--- config.mk ---
export PLATFORM = sky130hd
export DESIGN_NAME = pipe_ctrl_tracker_flat
export DESIGN_NICKNAME = d
export VERILOG_FILES = /design/src/rtl/pipe_ctrl_tracker_if.sv /design/src/rtl/pipe_ctrl_tracker.sv /design/src/flat_wrapper.sv
export SDC_FILE = /design/constraint.sdc
export NUM_CORES = 1
export LEC_CHECK = 0
export CAP_MARGIN = 30
export CORE_UTILIZATION = 46
export CTS_CLUSTER_SIZE = 28
export DETAILED_ROUTE_END_ITERATION = 16
export GPL_TIMING_DRIVEN = 1
export PLACE_DENSITY = 0.82
export RECOVER_POWER = 50
export SYNTH_ARGS = -nofsm -noshare
export SYNTH_HDL_FRONTEND = slang
export SYNTH_SLANG_ARGS = --single-unit
--- constraint.sdc ---
create_clock -name clk -period 2.3 [get_ports clk]
set_input_delay 0.23 -clock clk [delete_from_list [all_inputs] [get_ports clk]]
set_output_delay 0.23 -clock clk [all_outputs]
set_load 0.01 [all_outputs]
--- src/rtl/pipe_ctrl_tracker_if.sv ---
// Pipeline control tracker bus: ID-stage inputs, stage-register views, counters.
// The master side drives ID fields and control requests; the slave side is the tracker.
interface pipe_ctrl_tracker_if;
  logic        id_valid, id_regwrite, id_memread, id_memwrite;
  logic [4:0]  id_rs1, id_rs2, id_rd;
  logic        ctrlf, flush, halt_req, resume;
  logic [4:0]  idex_rs1, idex_rs2, idex_rd;
  logic        idex_memread, idex_valid;
  logic [4:0]  exmem_rd;
  logic        exmem_regwrite, exmem_memread, exmem_memwrite, exmem_valid;
  logic [4:0]  memwb_rd;
  logic        memwb_regwrite, memwb_valid;
  logic        id_accept, halted;
  logic [15:0] stall_count, flush_count;

  modport master (
    output id_valid, id_regwrite, id_memread, id_memwrite, id_rs1, id_rs2, id_rd,
           ctrlf, flush, halt_req, resume,
    input  idex_rs1, idex_rs2, idex_rd, idex_memread, idex_valid,
           exmem_rd, exmem_regwrite, exmem_memread, exmem_memwrite, exmem_valid,
           memwb_rd, memwb_regwrite, memwb_valid, id_accept, halted,
           stall_count, flush_count
  );

  modport slave (
    input  id_valid, id_regwrite, id_memread, id_memwrite, id_rs1, id_rs2, id_rd,
           ctrlf, flush, halt_req, resume,
    output idex_rs1, idex_rs2, idex_rd, idex_memread, idex_valid,
           exmem_rd, exmem_regwrite, exmem_memread, exmem_memwrite, exmem_valid,
           memwb_rd, memwb_regwrite, memwb_valid, id_accept, halted,
           stall_count, flush_count
  );
endinterface

--- src/rtl/pipe_ctrl_tracker.sv ---
// Tracks ID/EX, EX/MEM, MEM/WB control fields, load-use/flush bubbles,
// a RUN/DRAIN/HALTED drain FSM and saturating stall/flush counters.
module pipe_ctrl_tracker (
  input logic               clk,
  input logic               reset,
  pipe_ctrl_tracker_if.slave bus
);
  typedef enum logic [1:0] {RUN, DRAIN, HALTED} state_t;

  typedef struct packed {
    logic [4:0] rs1, rs2, rd;
    logic       regwrite, memread, memwrite, valid;
  } idex_t;

  typedef struct packed {
    logic [4:0] rd;
    logic       regwrite, memread, memwrite, valid;
  } exmem_t;

  typedef struct packed {
    logic [4:0] rd;
    logic       regwrite, valid;
  } memwb_t;

  state_t      state;
  idex_t       idex, idex_nxt;
  exmem_t      exmem;
  memwb_t      memwb;
  logic [15:0] stall_cnt, flush_cnt;
  logic        halted_q, accept, pipe_empty;

  assign accept     = bus.id_valid & (state == RUN) & ~bus.flush & ~bus.ctrlf;
  assign pipe_empty = ~idex.valid & ~exmem.valid & ~memwb.valid;

  // x0 is never a forwarding source, so its regwrite is dropped at capture
  always_comb begin
    idex_nxt = '0;
    if (accept) begin
      idex_nxt.rs1      = bus.id_rs1;
      idex_nxt.rs2      = bus.id_rs2;
      idex_nxt.rd       = bus.id_rd;
      idex_nxt.regwrite = bus.id_regwrite & (bus.id_rd != 5'd0);
      idex_nxt.memread  = bus.id_memread;
      idex_nxt.memwrite = bus.id_memwrite;
      idex_nxt.valid    = 1'b1;
    end
  end

  always_ff @(posedge clk or posedge reset) begin
    if (reset) begin
      idex  <= '0;
      exmem <= '0;
      memwb <= '0;
    end else begin
      idex  <= idex_nxt;
      exmem <= '{rd: idex.rd, regwrite: idex.regwrite, memread: idex.memread,
                 memwrite: idex.memwrite, valid: idex.valid};
      memwb <= '{rd: exmem.rd, regwrite: exmem.regwrite, valid: exmem.valid};
    end
  end

  always_ff @(posedge clk or posedge reset) begin
    if (reset) begin
      state    <= RUN;
      halted_q <= 1'b0;
    end else begin
      case (state)
        RUN:    if (bus.halt_req) state <= DRAIN;
        DRAIN:  if (pipe_empty) begin
                  state    <= HALTED;
                  halted_q <= 1'b1;
                end
        HALTED: if (bus.resume) begin
                  state    <= RUN;
                  halted_q <= 1'b0;
                end
        default: begin
          state    <= RUN;
          halted_q <= 1'b0;
        end
      endcase
    end
  end

  // flush outranks ctrlf, so a simultaneous request counts only as a flush
  always_ff @(posedge clk or posedge reset) begin
    if (reset) begin
      stall_cnt <= '0;
      flush_cnt <= '0;
    end else begin
      if (bus.ctrlf && !bus.flush && state == RUN && stall_cnt != 16'hFFFF)
        stall_cnt <= stall_cnt + 16'd1;
      if (bus.flush && flush_cnt != 16'hFFFF)
        flush_cnt <= flush_cnt + 16'd1;
    end
  end

  assign bus.id_accept      = accept;
  assign bus.idex_rs1       = idex.rs1;
  assign bus.idex_rs2       = idex.rs2;
  assign bus.idex_rd        = idex.rd;
  assign bus.idex_memread   = idex.memread;
  assign bus.idex_valid     = idex.valid;
  assign bus.exmem_rd       = exmem.rd;
  assign bus.exmem_regwrite = exmem.regwrite;
  assign bus.exmem_memread  = exmem.memread;
  assign bus.exmem_memwrite = exmem.memwrite;
  assign bus.exmem_valid    = exmem.valid;
  assign bus.memwb_rd       = memwb.rd;
  assign bus.memwb_regwrite = memwb.regwrite;
  assign bus.memwb_valid    = memwb.valid;
  assign bus.halted         = halted_q;
  assign bus.stall_count    = stall_cnt;
  assign bus.flush_count    = flush_cnt;
endmodule

--- src/flat_wrapper.sv ---
// flat-port wrapper written by rule: the top's interface ports become plain ports
module pipe_ctrl_tracker_flat 
  (clk, reset, bus_id_valid, bus_id_regwrite, bus_id_memread, bus_id_memwrite, bus_id_rs1, bus_id_rs2, bus_id_rd, bus_ctrlf, bus_flush, bus_halt_req, bus_resume, bus_idex_rs1, bus_idex_rs2, bus_idex_rd, bus_idex_memread, bus_idex_valid, bus_exmem_rd, bus_exmem_regwrite, bus_exmem_memread, bus_exmem_memwrite, bus_exmem_valid, bus_memwb_rd, bus_memwb_regwrite, bus_memwb_valid, bus_id_accept, bus_halted, bus_stall_count, bus_flush_count);
  pipe_ctrl_tracker_if bus_i ();
  input logic clk;
  input logic reset;
  input wire logic [$bits(bus_i.id_valid)-1:0] bus_id_valid;
  input wire logic [$bits(bus_i.id_regwrite)-1:0] bus_id_regwrite;
  input wire logic [$bits(bus_i.id_memread)-1:0] bus_id_memread;
  input wire logic [$bits(bus_i.id_memwrite)-1:0] bus_id_memwrite;
  input wire logic [$bits(bus_i.id_rs1)-1:0] bus_id_rs1;
  input wire logic [$bits(bus_i.id_rs2)-1:0] bus_id_rs2;
  input wire logic [$bits(bus_i.id_rd)-1:0] bus_id_rd;
  input wire logic [$bits(bus_i.ctrlf)-1:0] bus_ctrlf;
  input wire logic [$bits(bus_i.flush)-1:0] bus_flush;
  input wire logic [$bits(bus_i.halt_req)-1:0] bus_halt_req;
  input wire logic [$bits(bus_i.resume)-1:0] bus_resume;
  output wire logic [$bits(bus_i.idex_rs1)-1:0] bus_idex_rs1;
  output wire logic [$bits(bus_i.idex_rs2)-1:0] bus_idex_rs2;
  output wire logic [$bits(bus_i.idex_rd)-1:0] bus_idex_rd;
  output wire logic [$bits(bus_i.idex_memread)-1:0] bus_idex_memread;
  output wire logic [$bits(bus_i.idex_valid)-1:0] bus_idex_valid;
  output wire logic [$bits(bus_i.exmem_rd)-1:0] bus_exmem_rd;
  output wire logic [$bits(bus_i.exmem_regwrite)-1:0] bus_exmem_regwrite;
  output wire logic [$bits(bus_i.exmem_memread)-1:0] bus_exmem_memread;
  output wire logic [$bits(bus_i.exmem_memwrite)-1:0] bus_exmem_memwrite;
  output wire logic [$bits(bus_i.exmem_valid)-1:0] bus_exmem_valid;
  output wire logic [$bits(bus_i.memwb_rd)-1:0] bus_memwb_rd;
  output wire logic [$bits(bus_i.memwb_regwrite)-1:0] bus_memwb_regwrite;
  output wire logic [$bits(bus_i.memwb_valid)-1:0] bus_memwb_valid;
  output wire logic [$bits(bus_i.id_accept)-1:0] bus_id_accept;
  output wire logic [$bits(bus_i.halted)-1:0] bus_halted;
  output wire logic [$bits(bus_i.stall_count)-1:0] bus_stall_count;
  output wire logic [$bits(bus_i.flush_count)-1:0] bus_flush_count;
  assign bus_i.id_valid = bus_id_valid;
  assign bus_i.id_regwrite = bus_id_regwrite;
  assign bus_i.id_memread = bus_id_memread;
  assign bus_i.id_memwrite = bus_id_memwrite;
  assign bus_i.id_rs1 = bus_id_rs1;
  assign bus_i.id_rs2 = bus_id_rs2;
  assign bus_i.id_rd = bus_id_rd;
  assign bus_i.ctrlf = bus_ctrlf;
  assign bus_i.flush = bus_flush;
  assign bus_i.halt_req = bus_halt_req;
  assign bus_i.resume = bus_resume;
  assign bus_idex_rs1 = bus_i.idex_rs1;
  assign bus_idex_rs2 = bus_i.idex_rs2;
  assign bus_idex_rd = bus_i.idex_rd;
  assign bus_idex_memread = bus_i.idex_memread;
  assign bus_idex_valid = bus_i.idex_valid;
  assign bus_exmem_rd = bus_i.exmem_rd;
  assign bus_exmem_regwrite = bus_i.exmem_regwrite;
  assign bus_exmem_memread = bus_i.exmem_memread;
  assign bus_exmem_memwrite = bus_i.exmem_memwrite;
  assign bus_exmem_valid = bus_i.exmem_valid;
  assign bus_memwb_rd = bus_i.memwb_rd;
  assign bus_memwb_regwrite = bus_i.memwb_regwrite;
  assign bus_memwb_valid = bus_i.memwb_valid;
  assign bus_id_accept = bus_i.id_accept;
  assign bus_halted = bus_i.halted;
  assign bus_stall_count = bus_i.stall_count;
  assign bus_flush_count = bus_i.flush_count;
  pipe_ctrl_tracker u_core (.clk(clk), .reset(reset), .bus(bus_i));
endmodule
### Word level (Yosys, flattened, before mapping)

Cells that the tools add are included.
W data, S select, Z words.

| storage, ports and cells | value |
|---|---|
| register bits | 70 |
| output and inout bits | 67 |
| word-level logic and storage cells | 57 |
| bits of input ports | 25 |

| cells by class | value |
|---|---|
| reductions and logical operators | 9 |
| multiplexer cells | 8 |
| bitwise logic cells | 12 |
| eq/ne operators | 7 |
| add/subtract/negate cells | 2 |

Operator list:

| kind | count |
|---|---|
| $add A16 B1 Y16 const B | 2 |
| $ne A16 B16 Y1 const B | 2 |
| $mux W19 | 1 |
| $and A1 B1 Y1 | 6 |
| $mux W2 | 3 |
| $not A1 Y1 | 6 |
| $pmux W2 S3 | 1 |
| $reduce_and A3 Y1 | 2 |
| $reduce_bool A5 Y1 | 1 |
| $logic_and A1 B1 Y1 | 4 |
| $ne A2 B2 Y1 const B | 2 |
| $pmux W1 S3 | 1 |
| $eq A2 B1 Y1 const B | 1 |
| $eq A2 B2 Y1 const B | 1 |
| $logic_not A2 Y1 | 1 |
| $mux W1 | 2 |
| $ne A2 B1 Y1 const B | 1 |
| $logic_not A1 Y1 | 1 |

### Logic depth before layout (Yosys ltp)

Gate-level depths: netlist of run 1.

| depth | value |
|---|---|
| word-level depth | 5 |
| gate-level depth with buffers | 6 |

### Least setup slack after synthesis of run 1

No wires, ideal clock.

| path | value |
|---|---|
| kind | reg2reg |
| start | register u_core.state[0] |
| end | register u_core.stall_cnt[5], in the netlist u_core.bus.stall_count[5] |
| clock period less this slack | 1864 ps |
| required time | 2173 ps |
| stages on the path, launching flop included | 6 |
| arrival time | 1737 ps |
| setup slack | 436 ps |
| path through | dfrtp_1 or4b_1 buf_2 or2_1 nor2_1 mux2_1 |

| on the way | value |
|---|---|
| cells in the longest elaborated chain, start to end | 3 |

Ends and longest elaborated chain:

| element | line | RTL |
|---|---|---|
| from (decl) | pipe_ctrl_tracker.sv:25 | `state_t state;` |
| from (signal assigned) | pipe_ctrl_tracker.sv:64 | `state <= RUN;` |
| from (signal assigned) | pipe_ctrl_tracker.sv:68 | `RUN: if (bus.halt_req) state <= DRAIN;` |
| from (signal assigned) | pipe_ctrl_tracker.sv:70 | `state <= HALTED;` |
| $logic_not A2 Y1 | pipe_ctrl_tracker.sv:91 | `if (bus.ctrlf && !bus.flush && state == RUN && stall_cnt != 16'hFFFF)` |
| $logic_and A1 B1 Y1 (2 in a row) | pipe_ctrl_tracker.sv:91 |  |
| to (signal assigned) | pipe_ctrl_tracker.sv:92 | `stall_cnt <= stall_cnt + 16'd1;` |
| to (decl) | pipe_ctrl_tracker.sv:29 | `logic [15:0] stall_cnt, flush_cnt;` |

Every way passes these cells.
A chain may end at the register's enable or synchronous reset.

### Worst setup path after layout of run 1

| path | value |
|---|---|
| start | register u_core.state[0] |
| end | output port bus_id_accept |

| on the way | value |
|---|---|
| cells in the longest elaborated chain, start to end | 4 |

Ends and longest elaborated chain:

| element | line | RTL |
|---|---|---|
| $logic_not A2 Y1 | pipe_ctrl_tracker.sv:32 | `assign accept = bus.id_valid & (state == RUN) & ~bus.flush & ~bus.ctrlf;` |
| $and A1 B1 Y1 (3 in a row) | pipe_ctrl_tracker.sv:32 |  |
| to (decl) | flat_wrapper.sv:31 | `output wire logic [$bits(bus_i.id_accept)-1:0] bus_id_accept;` |

Every way passes these cells.

==> flow_metrics.env, run 1 <==
export IMPL_grt_max_degree=39
export IMPL_dieArea_um2=6470
export IMPL_synth_edf_count=0
export IMPL_port_buffers=91
export IMPL_ys_flop_type="dfrtp_1"
export IMPL_antenna_cells=0
export IMPL_clock_sinks=70
export IMPL_nets=351
export IMPL_wl_um=5970
export IMPL_grt_pass1_vias=2029
export IMPL_critPathLaunchType="flip-flop"
export IMPL_initial_core_util_pct=47.8
export IMPL_grt_pass1_wl_um=9610
export IMPL_row_count=28
export IMPL_async_flop_share_pct=100
export IMPL_clk_pin_slew_ns=0.08
export IMPL_critPathMaxFanout=7
export IMPL_rsz0062_at_grt="false"
export IMPL_outcome="finished clean"
export IMPL_gp_congestion=0.821
export IMPL_die_w_um=80.4
export IMPL_clock_latency_ns=0.34
export IMPL_clock_path_buffers=2
export IMPL_fin_crit_sh_pct=91.8
export IMPL_worstPathArrival_ns=1.88
export IMPL_timing_final_ws_setup_ns=0.188
export IMPL_drive_above_1_share_pct=8.21
export IMPL_final_util_pct=66.3
export IMPL_antenna_found_initial=0
export IMPL_wire_per_inst_um=14.8
export IMPL_drtPass1Iterations=4
export IMPL_synthCells=235
export IMPL_peakVddDrop_v=0.000640
export IMPL_ff2ff_setup_slack_ns=0.30
export IMPL_seq_area_frac_synth_pct=61.9
export IMPL_cts_resized=0
export IMPL_tightestPinTransition_ns=1.21
export IMPL_cts_tree="built"
export IMPL_overflow=0
export IMPL_hold_class="flip-flop to flip-flop"
export IMPL_drtAntennaViolNets=0
export IMPL_syn_area_per_cell_um2=12.0
export IMPL_numCtsBuffers=9
export IMPL_leakagePower_nw=1.80
export IMPL_final_setup_viol_count=0
export IMPL_first_iter_violations=45
export IMPL_crit_required_ns=2.07
export IMPL_root_buffer="clkbuf_8"
export IMPL_hold_slack_ns=0.357
export IMPL_via_per_inst=5.03
export IMPL_hold_viol=0
export IMPL_die_y_um=80.4
export IMPL_max_slew_margin_rel_pct=19.4
export IMPL_multi_input_area_um2=926
export IMPL_drc_errors=0
export IMPL_cts_setup_buffers=0
export IMPL_post_dp_hpwl_um=4210
export IMPL_power_density_nw_per_um2=815
export IMPL_drt_met1_wl_um=2590
export IMPL_finalSetupTns_ns=0
export IMPL_fmax_ghz=0.473
export IMPL_fin_crit_ns=2.11
export IMPL_wl_met3_um=342
export IMPL_io_pins=92
export IMPL_coreArea_um2=5920
export IMPL_yosysWarningCount=0
export IMPL_synth_area_um2=2830
export IMPL_htree_num_levels=3
export IMPL_top_layer_used="met4"
export IMPL_syn_nets=262
export IMPL_final_seq_area_um2=1750
export IMPL_drv_slew=0
export IMPL_track_usage_pct=20.4
export IMPL_synthDistinctLibCells=40
export IMPL_worstSetupPathType="flip-flop to output pin"
export IMPL_ys_ff_latch=70
export IMPL_met2_length_um=2860
export IMPL_fin_skew_ns=0.0110
export IMPL_maxCapViolations=0
export IMPL_nFillCells=457
export IMPL_vias=2034
export IMPL_post_place_ws_ns=0.114
export IMPL_crit_path_end_kind="output pin"
export IMPL_syn_to_final_growth_pct=38.8
export IMPL_ctsHoldBuffers=0
-- worst max-delay path, stage by stage (launching register included) --
cell and delay (ns):
dfrtp_1 0.46, nor3_1 0.26, and3b_1 0.24, clkdlybuf4s50_1 0.59
-- layout by cell type (no fill, tap or decap), drive strengths merged, types with 8 or more instances in the layout --
master and n:
nor3 8, nand2 12, inv 9, and2 17, xor2 13, clkbuf 11, xnor2 10, nand3 9
nor2 16, dfrtp 70, clkdlybuf4s50 82, nand4 11, dlygate4sd3 9
-- metal layers --
metal	vias up	global-route usage (%)
met5	-	0
met4	0	11.3
met3	20	6.82
met2	75	32.3
met1	966	24.3
li1	973	-
-- where the power goes --
part / switching [W] / total (W) / internal [W]
Sequential: 0.000208 / 0.00160 / 0.00139
Combinational: 0.000301 / 0.000702 / 0.000401
Clock: 0.000497 / 0.000902 / 0.000405
Total: 0.00101 / 0.00320 / 0.00219
-- worst paths after layout --
kind | from | to | cells after the start
worst min register to register | u_core.idex[1] | u_core.bus.exmem_memwrite | 0
worst max-delay path | u_core.state[0] | bus_id_accept | 3
max in group asynchronous | reset | u_core.state[1] | 3
worst max register to register | u_core.state[0] | u_core.bus.stall_count[5] | 4
worst min-delay path | u_core.idex[1] | u_core.bus.exmem_memwrite | 0
min in group asynchronous | reset | u_core.bus.stall_count[9] | 2
-- kinds of logic (layout without fill, tap and decap cells) --
kind of cell | after synthesis | in the layout | share of synthesized area [%]
compound gates | 17 | 17 | 4.02
xor+xnor | 23 | 23 | 7.12
fa+ha+maj | 2 | 2 | 0.884
buf+inv | 25 | 119 | 5.39
flops | 70 | 70 | 61.9
mux | 4 | 4 | 1.59
simple gates | 94 | 94 | 19.1
-- flip-flops by register name, indices dropped and copies added (netlist names), 2 cells and up --
register	count
u_core.bus.idex_rd	5
u_core.bus.idex_rs2	5
u_core.idex	2
u_core.bus.stall_count	16
u_core.bus.exmem_rd	5
u_core.bus.memwb_rd	5
u_core.bus.idex_rs1	5
u_core.state	2
u_core.bus.flush_count	16
-- area by class of cell --
class,count,share of cell area (%)
Clock inverter,7,1.37
Tap cell,75,2.39
Sequential cell,70,44.6
Timing Repair Buffer,98,24.4
Clock buffer,9,3.15
Multi-Input combinational cell,140,23.6
Inverter,5,0.478
-- synth_stat cells, types with 4 or more instances --
library cell / number / area, um2
nor3_1: 6 / 30.0
a21oi_1: 4 / 20.0
and2_1: 17 / 106
nand4_1: 11 / 68.8
dfrtp_1: 70 / 1750
xnor2_1: 10 / 87.6
buf_4: 15 / 113
nor2_1: 16 / 60.1
nand2_1: 12 / 45.0
nor4_1: 5 / 31.3
nand3_1: 8 / 40.0
xor2_1: 13 / 114
inv_1: 5 / 18.8
-- through the flow --
| step | power (W) | cells | area, um2 |
|---|---|---|---|
| 6_report | 0.00320 | 404 | 3930 |
| 5_1_grt | 0.00338 | 404 | 3930 |
| 4_1_cts | 0.00325 | 404 | 3940 |
| 3_5_place_dp | 0.00233 | 388 | 3770 |
| 3_3_place_gp | 0.00230 | 388 | 3770 |
| 2_1_floorplan | 0.00192 | 235 | 2830 |
Power figures use the tool's default switching activity.
==> run 2, diff against run 1 <==
--- a/config.mk
+++ b/config.mk
@@ -5,8 +5,9 @@
 export SDC_FILE = /design/constraint.sdc
 export NUM_CORES = 1
 export LEC_CHECK = 0
+export ABC_AREA = 1
 export CAP_MARGIN = 30
-export CORE_UTILIZATION = 46
+export CORE_UTILIZATION = 48
 export CTS_CLUSTER_SIZE = 28
 export DETAILED_ROUTE_END_ITERATION = 16
 export GPL_TIMING_DRIVEN = 1
==> run 2 against run 1 <==
The flow now finishes with violations (max-capacitance violations, max-slew violations). Highest routed layer unchanged. Global-route usage up 1.0 points. First-iteration DRC count grew to 2.6 times the previous value. Critical path type is now input port to output pin. Sequential share of layout area is 5.0 points lower. Fmax is 0.84% lower. Power is 9.7% higher. Synthesized area increased by 17%.
==> flow_metrics.env, run 2 <==
export IMPL_synthDistinctLibCells=24
export IMPL_grt_pass1_wl_um=12100
export IMPL_wire_per_inst_um=12.2
export IMPL_clk_pin_slew_ns=0.07
export IMPL_mostFrequentLayoutCells="nand2_1 (139), clkdlybuf4s50_1 (90), dfrtp_1 (70), nor2_1 (50), inv_1 (45)"
export IMPL_root_buffer="clkbuf_8"
export IMPL_via_per_inst=4.91
export IMPL_post_place_ws_ns=0.299
export IMPL_cts_tree="built"
export IMPL_rsz0062_at_grt="false"
export IMPL_syn_to_final_growth_pct=33.6
export IMPL_hold_slack_ns=0.350
export IMPL_yosys_area_top_type="dfrtp_1"
export IMPL_cts_resized=0
export IMPL_crit_path_end_kind="output pin"
export IMPL_ff2ff_setup_slack_ns=0.51
export IMPL_grt_pass1_vias=2684
export IMPL_die_y_um=85
export IMPL_p_total_w=0.00351
export IMPL_htree_num_levels=3
export IMPL_final_setup_viol_count=0
export IMPL_outcome="complete, but fails checks"
export IMPL_drtPass1Iterations=4
export IMPL_seq_area_frac_synth_pct=53.0
export IMPL_fin_skew_ns=0.0139
export IMPL_antenna_found_initial=0
export IMPL_dpl_cell_count=553
export IMPL_hold_viol=0
export IMPL_dieArea_um2=7230
export IMPL_p_int_w=0.00249
export IMPL_overflow=0
export IMPL_wl_um=6920
export IMPL_track_usage_pct=21.4
export IMPL_p_comb_share_pct=22.0
export IMPL_crit_required_ns=2.07
export IMPL_io_pins=92
export IMPL_drv_slew=71
export IMPL_fmax_ghz=0.470
export IMPL_nFillCells=515
export IMPL_timing_final_ws_setup_ns=0.170
export IMPL_synth_area_top_cells="dfrtp_1 (53%), nand2_1 (16%), nor2_1 (5.7%)"
export IMPL_violations="max-capacitance violations, max-slew violations"
export IMPL_ctsHoldBuffers=0
export IMPL_critPathMaxFanout=6
export IMPL_synthCells=402
export IMPL_drc_errors=0
export IMPL_fin_crit_ns=2.13
export IMPL_max_slew_margin_rel_pct=-11.5
export IMPL_port_buffers=91
export IMPL_vias=2794
export IMPL_nets=514
export IMPL_yosysWarningCount=0
export IMPL_worstPathArrival_ns=1.90
export IMPL_ys_ff_latch=70
export IMPL_numCtsBuffers=9
export IMPL_maxCapViolations=1
export IMPL_synthTopCellsByCount="nand2_1 (139), dfrtp_1 (70), nor2_1 (50)"
export IMPL_fin_crit_sh_pct=92.6
export IMPL_synthMostInstantiatedCell="nand2_1"
export IMPL_yosys_area_top_type_share_pct=53.0
export IMPL_cts_setup_buffers=0
export IMPL_synth_area_um2=3310
export IMPL_layout_commonest_cell="nand2_1"
export IMPL_clock_latency_ns=0.34
export IMPL_finalSetupTns_ns=0
export IMPL_tightestPinTransition_ns=1.67
export IMPL_drtAntennaViolNets=0
export IMPL_grt_max_degree=71
export IMPL_row_count=29
export IMPL_worstSetupPathType="input port to output pin"
export IMPL_syn_area_per_cell_um2=8.23
export IMPL_power_density_nw_per_um2=795
export IMPL_initial_core_util_pct=50.9
export IMPL_clock_sinks=70
export IMPL_peakVddDrop_v=0.000426
export IMPL_clockPowerShare_pct=34.0
export IMPL_syn_nets=429
export IMPL_async_flop_share_pct=100
export IMPL_critPathLaunchType="input port"
export IMPL_hold_class="flip-flop to flip-flop"
export IMPL_drive_above_1_share_pct=7.72
export IMPL_pwr_share_seq_pct=44.1
export IMPL_synth_edf_count=0
export IMPL_die_w_um=85
export IMPL_switching_share_pct=29.2
export IMPL_p_sw_w=0.00103
export IMPL_coreArea_um2=6490
export IMPL_antenna_cells=0
export IMPL_gp_congestion=0.815
export IMPL_leakagePower_nw=2.12
export IMPL_clock_path_buffers=2
export IMPL_fin_cells=569
export IMPL_post_dp_hpwl_um=5080
export IMPL_first_iter_violations=118
export IMPL_ys_flop_type="dfrtp_1"
## run 2: cell count changes after synthesis, moves of 4 or more
cell     before  now
nand2_1      12  139
inv_1         5   45
nor2_1       16   50
and2_1       17    0
o21ai_0       3   11
xor2_1       13    5
nand3_1       8   15
nor2_2        0    6
nor3_1        6    0
nand2_2       0    5
inv_2         0    4
nor2_4        0    4
nor4_1        5    1
## run 2: logic make-up after synthesis
| group | count (synthesis) | synth area share, % |
|---|---|---|
| buffers and inverters | 68 | 10.1 |
| XOR/XNOR | 13 | 3.44 |
| AND/OR/NAND/NOR | 234 | 30.3 |
| AO/OA/AOI/OAI | 15 | 2.38 |
| flip-flops | 70 | 53.0 |
| adder cells (fa/ha/maj) | 2 | 0.757 |
## run 2: critical path, cell delays in order
cell	delay [ns]
dlygate4sd3_1	0.64
inv_1	0.14
nand4_1	0.19
inv_1	0.15
clkdlybuf4s50_1	0.55
## run 2: routing by layer
layer / vias up / routed length (um) / GRT usage, % / part of all wire, %
met5: - / 0 / 0 / 0
met4: 0 / 89 / 8.01 / 1.3
met3: 8 / 482 / 6.23 / 7.0
met2: 86 / 3410 / 35.9 / 49
met1: 1314 / 2940 / 26.2 / 42
li1: 1386 / - / - / -
## run 2: path summary, 6_finish.rpt
check / end / cells past startpoint / from
min reg2reg: u_core.bus.exmem_regwrite / 0 / u_core.idex[3]
max: bus_id_accept / 5 / bus_flush
max in group asynchronous: u_core.bus.flush_count[3] / 3 / reset
min: u_core.bus.exmem_regwrite / 0 / u_core.idex[3]
max reg2reg: u_core.bus.flush_count[7] / 8 / u_core.bus.flush_count[0]
min in group asynchronous: u_core.bus.stall_count[1] / 3 / reset
## run 2: through the flow
| stage | instance area [um2] | util, % |
|---|---|---|
| 6_report | 4420 | 68.0 |
| 5_1_grt | 4420 | 68.0 |
| 3_5_place_dp | 4190 | 64.5 |
| 3_3_place_gp | 4190 | 64.5 |
| 4_1_cts | 4440 | 68.3 |
| 2_1_floorplan | 3310 | - |
## run 2: layout make-up
| class | count | area [um2] | area share, % |
|---|---|---|---|
| Clock buffer | 9 | 124 | 2.80 |
| Inverter | 49 | 184 | 4.16 |
| Multi-Input combinational cell | 264 | 1220 | 27.6 |
| Timing Repair Buffer | 93 | 920 | 20.8 |
| Sequential cell | 70 | 1750 | 39.6 |
| Clock inverter | 7 | 123 | 2.78 |
| Tap cell | 77 | 96.3 | 2.18 |
## run 2: power groups by stage
stage | sequential (W) | combinational, W | clock [W]
finish | 0.00155 | 0.000771 | 0.00119
global placement | 0.00157 | 0.000755 | 0
CTS | 0.00155 | 0.000786 | 0.00122
detailed placement | 0.00157 | 0.000778 | 0
global route | 0.00157 | 0.000867 | 0.00128
floorplan | 0.00159 | 0.000366 | 0
